===== src/rtl/sdram_sched_pkg.sv =====
`default_nettype none
// ============================================================================
// Module   : sdram_sched_pkg
// Brief    : Shared types, candidate indices and pointer-wrap helper for the
//            SDRAM burst scheduler.
// Revision : 1.0
// ============================================================================
package sdram_sched_pkg;

    typedef enum logic [1:0] {
        ST_IDLE = 2'd0,
        ST_ARB  = 2'd1,
        ST_WR   = 2'd2,
        ST_RD   = 2'd3
    } state_t;

    // Round-robin candidate order; bit 1 = read direction, bit 0 = port
    localparam logic [1:0] CAND_W0 = 2'd0;
    localparam logic [1:0] CAND_W1 = 2'd1;
    localparam logic [1:0] CAND_R0 = 2'd2;
    localparam logic [1:0] CAND_R1 = 2'd3;

    // Advance a region pointer by one burst; fall back to the region start
    // when the following burst would not fit below max (inclusive).
    // Done in 32 bits so no intermediate sum can overflow.
    function automatic logic [31:0] ptr_wrap(
        input logic [31:0] ptr,
        input logic [31:0] len,
        input logic [31:0] min_a,
        input logic [31:0] max_a
    );
        logic [31:0] nxt;
        nxt = ptr + len;
        if (nxt + len > max_a + 32'd1)
            ptr_wrap = min_a;
        else
            ptr_wrap = nxt;
    endfunction

endpackage
`default_nettype wire


===== src/rtl/rr_arbiter4.sv =====
`default_nettype none
// ============================================================================
// Module   : rr_arbiter4
// Brief    : Combinational 4-way round-robin arbiter. Search starts at the
//            candidate after the last grant; output is one-hot (or zero).
// Revision : 1.0
// ============================================================================
module rr_arbiter4 (
    input  logic [3:0] i_req,
    input  logic [1:0] i_last,
    output logic [3:0] o_grant
);

    logic       w_found;
    logic [1:0] w_idx;

    // Walk last+1 .. last+4 (mod 4) and take the first requester
    always_comb begin
        o_grant = 4'b0000;
        w_found = 1'b0;
        w_idx   = 2'd0;
        for (int i = 1; i <= 4; i++) begin
            w_idx = i_last + 2'(i);
            if (!w_found && i_req[w_idx]) begin
                o_grant[w_idx] = 1'b1;
                w_found        = 1'b1;
            end
        end
    end

endmodule
`default_nettype wire


===== src/rtl/sdram_port_sched.sv =====
`default_nettype none
// ============================================================================
// Module   : sdram_port_sched
// Brief    : Burst scheduler between two write FIFOs, two read FIFOs and a
//            single-port SDRAM controller. Round-robin per burst, per-port
//            wrapping address pointers, FIFO steering selects.
// Revision : 1.0
// ============================================================================
module sdram_port_sched
    import sdram_sched_pkg::*;
#(
    parameter int ADDR_W   = 21,
    parameter int LEN_W    = 10,
    parameter int CNT_W    = 11,
    parameter int RD_DEPTH = 1024
) (
    input  logic              sys_clk,
    input  logic              sys_rst_n,
    input  logic              init_done,
    input  logic              read_valid,
    input  logic              wr_rst,
    input  logic              rd_rst,
    input  logic [CNT_W-1:0]  wr_cnt0,
    input  logic [CNT_W-1:0]  wr_cnt1,
    input  logic [CNT_W-1:0]  rd_cnt0,
    input  logic [CNT_W-1:0]  rd_cnt1,
    input  logic [LEN_W-1:0]  wr_burst_len,
    input  logic [LEN_W-1:0]  rd_burst_len,
    input  logic [ADDR_W-2:0] wr_min_addr,
    input  logic [ADDR_W-2:0] wr_max_addr,
    input  logic [ADDR_W-2:0] rd_min_addr,
    input  logic [ADDR_W-2:0] rd_max_addr,
    output logic              sdram_wr_req,
    input  logic              sdram_wr_ack,
    output logic [ADDR_W-1:0] sdram_wr_addr,
    output logic              wr_sel,
    output logic              sdram_rd_req,
    input  logic              sdram_rd_ack,
    output logic [ADDR_W-1:0] sdram_rd_addr,
    output logic              rd_sel,
    output logic              busy
);

    localparam int OFS_W = ADDR_W - 1;

    state_t            r_state;
    state_t            w_state_nxt;
    logic [1:0]        r_last;
    logic [1:0]        r_cur;
    logic              r_ack_seen;
    logic              r_sup;
    logic [OFS_W-1:0]  r_ptr [4];
    logic              r_wr_req, r_rd_req, r_wr_sel, r_rd_sel, r_busy;
    logic [ADDR_W-1:0] r_wr_addr, r_rd_addr;

    logic [3:0]        w_elig;
    logic [3:0]        w_grant;
    logic [1:0]        w_grant_idx;
    logic              w_any;
    logic              w_fire;
    logic              w_ack_cur;
    logic              w_done;
    logic [CNT_W:0]    w_rd_need;
    logic [OFS_W-1:0]  w_next;

    // Eligibility: writes need a full burst buffered, reads need room for one
    assign w_rd_need = (CNT_W+1)'(rd_burst_len);
    assign w_elig[0] = (wr_cnt0 >= CNT_W'(wr_burst_len));
    assign w_elig[1] = (wr_cnt1 >= CNT_W'(wr_burst_len));
    assign w_elig[2] = read_valid && (({1'b0, rd_cnt0} + w_rd_need) <= (CNT_W+1)'(RD_DEPTH));
    assign w_elig[3] = read_valid && (({1'b0, rd_cnt1} + w_rd_need) <= (CNT_W+1)'(RD_DEPTH));

    rr_arbiter4 u_arb (
        .i_req   (w_elig),
        .i_last  (r_last),
        .o_grant (w_grant)
    );

    // One-hot grant to candidate index
    always_comb begin
        w_grant_idx = CAND_W0;
        case (w_grant)
            4'b0010: w_grant_idx = CAND_W1;
            4'b0100: w_grant_idx = CAND_R0;
            4'b1000: w_grant_idx = CAND_R1;
            default: w_grant_idx = CAND_W0;
        endcase
    end

    assign w_any     = |w_grant;
    assign w_fire    = (r_state == ST_ARB) && init_done && w_any;
    assign w_ack_cur = (r_state == ST_WR) ? sdram_wr_ack : sdram_rd_ack;
    assign w_done    = ((r_state == ST_WR) || (r_state == ST_RD)) && r_ack_seen && !w_ack_cur;
    assign w_next    = OFS_W'(ptr_wrap(32'(r_ptr[r_cur]),
                                       32'(r_cur[1] ? rd_burst_len : wr_burst_len),
                                       32'(r_cur[1] ? rd_min_addr  : wr_min_addr),
                                       32'(r_cur[1] ? rd_max_addr  : wr_max_addr)));

    // State register
    always_ff @(posedge sys_clk or negedge sys_rst_n) begin
        if (!sys_rst_n) r_state <= ST_IDLE;
        else            r_state <= w_state_nxt;
    end

    // Next-state: init_done drop only honoured between bursts
    always_comb begin
        w_state_nxt = r_state;
        case (r_state)
            ST_IDLE: if (init_done) w_state_nxt = ST_ARB;
            ST_ARB: begin
                if (!init_done)  w_state_nxt = ST_IDLE;
                else if (w_any)  w_state_nxt = w_grant_idx[1] ? ST_RD : ST_WR;
            end
            ST_WR, ST_RD: if (w_done) w_state_nxt = ST_ARB;
            default: w_state_nxt = ST_IDLE;
        endcase
    end

    // Request/address/select registers and burst bookkeeping
    always_ff @(posedge sys_clk or negedge sys_rst_n) begin
        if (!sys_rst_n) begin
            r_last     <= CAND_R1;
            r_cur      <= CAND_W0;
            r_ack_seen <= 1'b0;
            r_sup      <= 1'b0;
            r_wr_req   <= 1'b0;
            r_rd_req   <= 1'b0;
            r_wr_sel   <= 1'b0;
            r_rd_sel   <= 1'b0;
            r_busy     <= 1'b0;
            r_wr_addr  <= '0;
            r_rd_addr  <= '0;
        end else begin
            if (w_fire) begin
                r_last     <= w_grant_idx;
                r_cur      <= w_grant_idx;
                r_busy     <= 1'b1;
                r_ack_seen <= 1'b0;
                // A pointer reset coinciding with the grant still voids this burst's advance
                r_sup      <= w_grant_idx[1] ? rd_rst : wr_rst;
                if (w_grant_idx[1]) begin
                    r_rd_req  <= 1'b1;
                    r_rd_sel  <= w_grant_idx[0];
                    r_rd_addr <= {w_grant_idx[0], r_ptr[w_grant_idx]};
                end else begin
                    r_wr_req  <= 1'b1;
                    r_wr_sel  <= w_grant_idx[0];
                    r_wr_addr <= {w_grant_idx[0], r_ptr[w_grant_idx]};
                end
            end else if (w_done) begin
                r_busy     <= 1'b0;
                r_ack_seen <= 1'b0;
                r_sup      <= 1'b0;
            end else begin
                if (r_state == ST_WR && sdram_wr_ack) begin
                    r_wr_req   <= 1'b0;
                    r_ack_seen <= 1'b1;
                end
                if (r_state == ST_RD && sdram_rd_ack) begin
                    r_rd_req   <= 1'b0;
                    r_ack_seen <= 1'b1;
                end
                if ((r_state == ST_WR && wr_rst) || (r_state == ST_RD && rd_rst))
                    r_sup <= 1'b1;
            end
        end
    end

    // Pointers: load on start-up, direction reset, or advance at burst end
    always_ff @(posedge sys_clk or negedge sys_rst_n) begin
        if (!sys_rst_n) begin
            for (int p = 0; p < 4; p++) r_ptr[p] <= '0;
        end else begin
            for (int p = 0; p < 4; p++) begin
                if (r_state == ST_IDLE && init_done)
                    r_ptr[p] <= (p < 2) ? wr_min_addr : rd_min_addr;
                else if ((p < 2) ? wr_rst : rd_rst)
                    r_ptr[p] <= (p < 2) ? wr_min_addr : rd_min_addr;
                else if (w_done && !r_sup && (r_cur == 2'(p)))
                    r_ptr[p] <= w_next;
            end
        end
    end

    assign sdram_wr_req  = r_wr_req;
    assign sdram_rd_req  = r_rd_req;
    assign sdram_wr_addr = r_wr_addr;
    assign sdram_rd_addr = r_rd_addr;
    assign wr_sel        = r_wr_sel;
    assign rd_sel        = r_rd_sel;
    assign busy          = r_busy;

endmodule
`default_nettype wire


===== config.mk =====
export PLATFORM = sky130hd
export DESIGN_NAME = sdram_port_sched
export DESIGN_NICKNAME = d
export VERILOG_FILES = /design/src/rtl/sdram_sched_pkg.sv /design/src/rtl/rr_arbiter4.sv /design/src/rtl/sdram_port_sched.sv
export SDC_FILE = /design/constraint.sdc
export NUM_CORES = 1
export LEC_CHECK = 0
export ABC_AREA = 1
export CORE_MARGIN = 3
export CORE_UTILIZATION = 45
export DETAILED_ROUTE_END_ITERATION = 6
export PLACE_DENSITY = 0.7
export SKIP_LAST_GASP = 1
export SLEW_MARGIN = 20
export SYNTH_ARGS = -nofsm -noshare
export SYNTH_HDL_FRONTEND = slang
export SYNTH_SLANG_ARGS = --single-unit

===== constraint.sdc =====
create_clock -name sys_clk -period 12.7 [get_ports sys_clk]
set_input_delay 2.54 -clock sys_clk [delete_from_list [all_inputs] [get_ports sys_clk]]
set_output_delay 2.54 -clock sys_clk [all_outputs]
set_load 0.005 [all_outputs]

==> results.py <==
metrics = {
    "drt": {
        "num_vias": 12001,
        "route.detailed.drc": 0,
        "avgRoutedWirePerCell_um": 16.6,
        "ant_nets": 0,
        "drt-vias-per-instance": 5.45,
        "drtPass1Iterations": 6,
        "drt_wl_total_mm": 36.6,
        "drtIter0Drc": 1201,
    },
    "global_routing": {
        "grt_usage_pct": 25.8,
        "grt_start_max_net_pins": 77,
        "grt_pass1_vias": 11430,
        "grt_pass1_wl_mm": 58.5,
        "grt_antenna_before_repair": 0,
        "grt_overflow": 0,
    },
    "synth": {
        "ys_seq_area_share_pct": 29.0,
        "ys_ff_latch": 133,
        "yosys_warnings": 0,
        "synth_edf_count": 0,
        "synth_top_flop_cell": "dfrtp_1",
        "ys_async_sr_fraction_pct": 100,
        "synth_area_per_cell_um2": 6.73,
        "synth_fp_nets": 1951,
        "synth_cell_types": 59,
        "synthCells": 1710,
        "syn-cell-area_um2": 11500,
    },
    "sta": {
        "timing.slew.headroom_pct": 24.8,
        "fin_worst_hold_slack_ns": 0.480,
        "grt_setup_unrepaired": "false",
        "period_needed_ns": 8.76,
        "worstMarginPinSlew_ns": 1.13,
        "max_freq_mhz": 114,
        "finClkSkew_ns": 0.0103,
        "drv_slew": 0,
        "fin_crit_sh_pct": 69.0,
        "hold_viol_final": 0,
        "finalSetupViolCount": 0,
        "setup_tns_ns": 0,
    },
    "cells_and_area": {
        "num_antenna_cells": 0,
        "synthToLayoutAreaGrowth_pct": 24.1,
        "stdcell_area_um2": 14300,
        "nets": 2108,
        "drive_gt1_share_pct": 5.96,
        "fin_cells": 2204,
        "layout_common_cells": "nand2_1, clkdlybuf4s50_1, o21ai_0",
        "fillers": 2341,
        "final_common_cell": "nand2_1",
    },
    "placement": {
        "dpl-instance-area_um2": 13700,
        "place_inst": 2172,
        "dp_hpwl_mm": 27.4,
        "port-buffer-count": 198,
        "place_congestion": 0.928,
    },
    "critical_path": {
        "crit_fanout": 29,
        "cp.arrival_ns": 9.02,
        "slowest_stage": "inv_1",
        "crit_top_cell": "nand2_1",
        "worstSetupEndpointType": "flop",
        "cpPeakStageDelay_ns": 0.74,
        "crit_type": "in -> reg",
        "cp-start-kind": "input pin",
        "cp.required_ns": 12.95,
    },
    "floorplan": {
        "rows": 57,
        "initial_core_util_pct": 46.5,
        "pin_count": 199,
        "coreArea_um2": 24700,
        "die_w_um": 166,
        "die_h_um": 166,
        "dieArea_um2": 27500,
    },
    "clocking": {
        "cts_root_buffer": "clkbuf_16",
        "holdBufCountCts": 0,
        "cts_buffers": 17,
        "cts_tree": "built",
        "cts-htree-levels": 4,
        "clockBufferDepth": 2,
        "cts.sinks": 133,
        "cts_setup_buffers": 0,
        "worstSkewPairLatency_ns": 0.42,
        "clkTransAtPathRegs_ns": 0.06,
        "post_cts_resized": 0,
    },
    "job": {
        "max_cap_violations": 0,
    },
    "status": {
        "outcome": "finished clean",
    },
    "hold_path": {
        "min_path_type": "reg -> reg",
    },
}
## worst max-delay path, delay by kind of cell
kind | cells | cell delay, ns
simple gates | 18 | 2.07
compound gates | 11 | 1.57
buf+inv | 4 | 1.52
fa+ha+maj | 3 | 1.02
xor+xnor | 2 | 0.27
## cells by family after synthesis
group | count (synthesis) | share of synthesized area (%)
DFF | 133 | 29.0
xor gates and xnor gates | 45 | 3.49
buffers and inverters | 248 | 8.67
muxes | 7 | 0.609
AOI/OAI and AO/OA | 327 | 15.9
and+or+nand+nor | 861 | 32.4
adders and majority gates | 89 | 9.94
## per-layer routing
metal / GRT usage [%] / part of all wire, % / vias up / routed length (µm)
met2: 42.6 / 46 / 497 / 16700
li1: - / - / 5976 / -
met5: 0 / 0 / - / 0
met3: 2.76 / 7.5 / 74 / 2740
met4: 8.82 / 3.0 / 0 / 1090
met1: 35.3 / 44 / 5454 / 16100
## synthesized netlist by cell type (3+ instances only)
master    number  area, µm²
nand2_1      496       1860
o21ai_0      194        971
inv_1        170        638
nand3_1      148        741
dfrtp_1      131       3280
nor2_1       113        424
ha_1          85       1060
a21oi_1       48        240
clkbuf_1      42        158
xor2_1        36        315
nand4_1       35        219
o21ai_1       17       85.1
or2_2         16        100
a22oi_1       15        113
buf_2         15       75.1
nand2_2       13       81.3
nor3_1        11       55.1
o211ai_1       9       67.6
xnor2_1        8       70.1
mux2i_1        7       70.1
a221oi_1       6       52.6
buf_4          6       45.0
inv_2          6       22.5
nor2_2         6       37.5
nand3_2        5       50.1
o21a_1         5       37.5
o21bai_1       5       37.5
a211oi_1       4       30.0
a21oi_2        4       35.0
a31oi_1        4       25.0
fa_1           4       80.1
nand3b_1       4       30.0
a21o_1         3       22.5
buf_1          3       11.3
buf_6          3       33.8
nor2_4         3       33.8
## cell type report
cell class / count / area, µm² / share of cell area, %
tap: 324 / 405 / 2.84
clock inverter: 14 / 150 / 1.05
sequential: 133 / 3330 / 23.3
multi-input combinational: 1329 / 7220 / 50.6
timing repair buffer: 207 / 2050 / 14.3
clock buffer: 18 / 439 / 3.08
inverter: 179 / 674 / 4.73
## through the flow
step / setup WS [ns] / utilization [%]
floorplan: 5.37 / -
global placement: 3.83 / 55.3
detailed placement: 3.60 / 55.3
CTS: 3.98 / 57.7
global route: 3.12 / 57.7
finish: 3.94 / 57.7
## registers in the layout, indices dropped and copies added (netlist names)
name and cells:
wr_sel 1, sdram_wr_req 1, r_sup 1, sdram_wr_addr 20, r_ack_seen 1, r_cur 2, r_state 2, busy 1
sdram_rd_addr 20, sdram_rd_req 1, rd_sel 1, r_last 2, r_ptr 80
## path summary, 6_finish.rpt
kind                                  startpoint          endpoint  slack [ns]  depth (start not counted)
worst min register to register  sdram_wr_addr[2]  sdram_wr_addr[2]        0.48                          2
min in group asynchronous              sys_rst_n  sdram_rd_addr[4]        1.95                          1
worst max-delay path             rd_burst_len[1]         r_ptr[45]        3.94                         38
max in group asynchronous              sys_rst_n         r_ptr[57]        9.01                          3
worst min-delay path            sdram_wr_addr[2]  sdram_wr_addr[2]        0.48                          2
worst max register to register          r_cur[1]         r_ptr[45]        4.49                         44
Power is left out: the tool's default activity adds up to more than one toggle a clock period on the data nets, which glitch-free logic cannot reach.
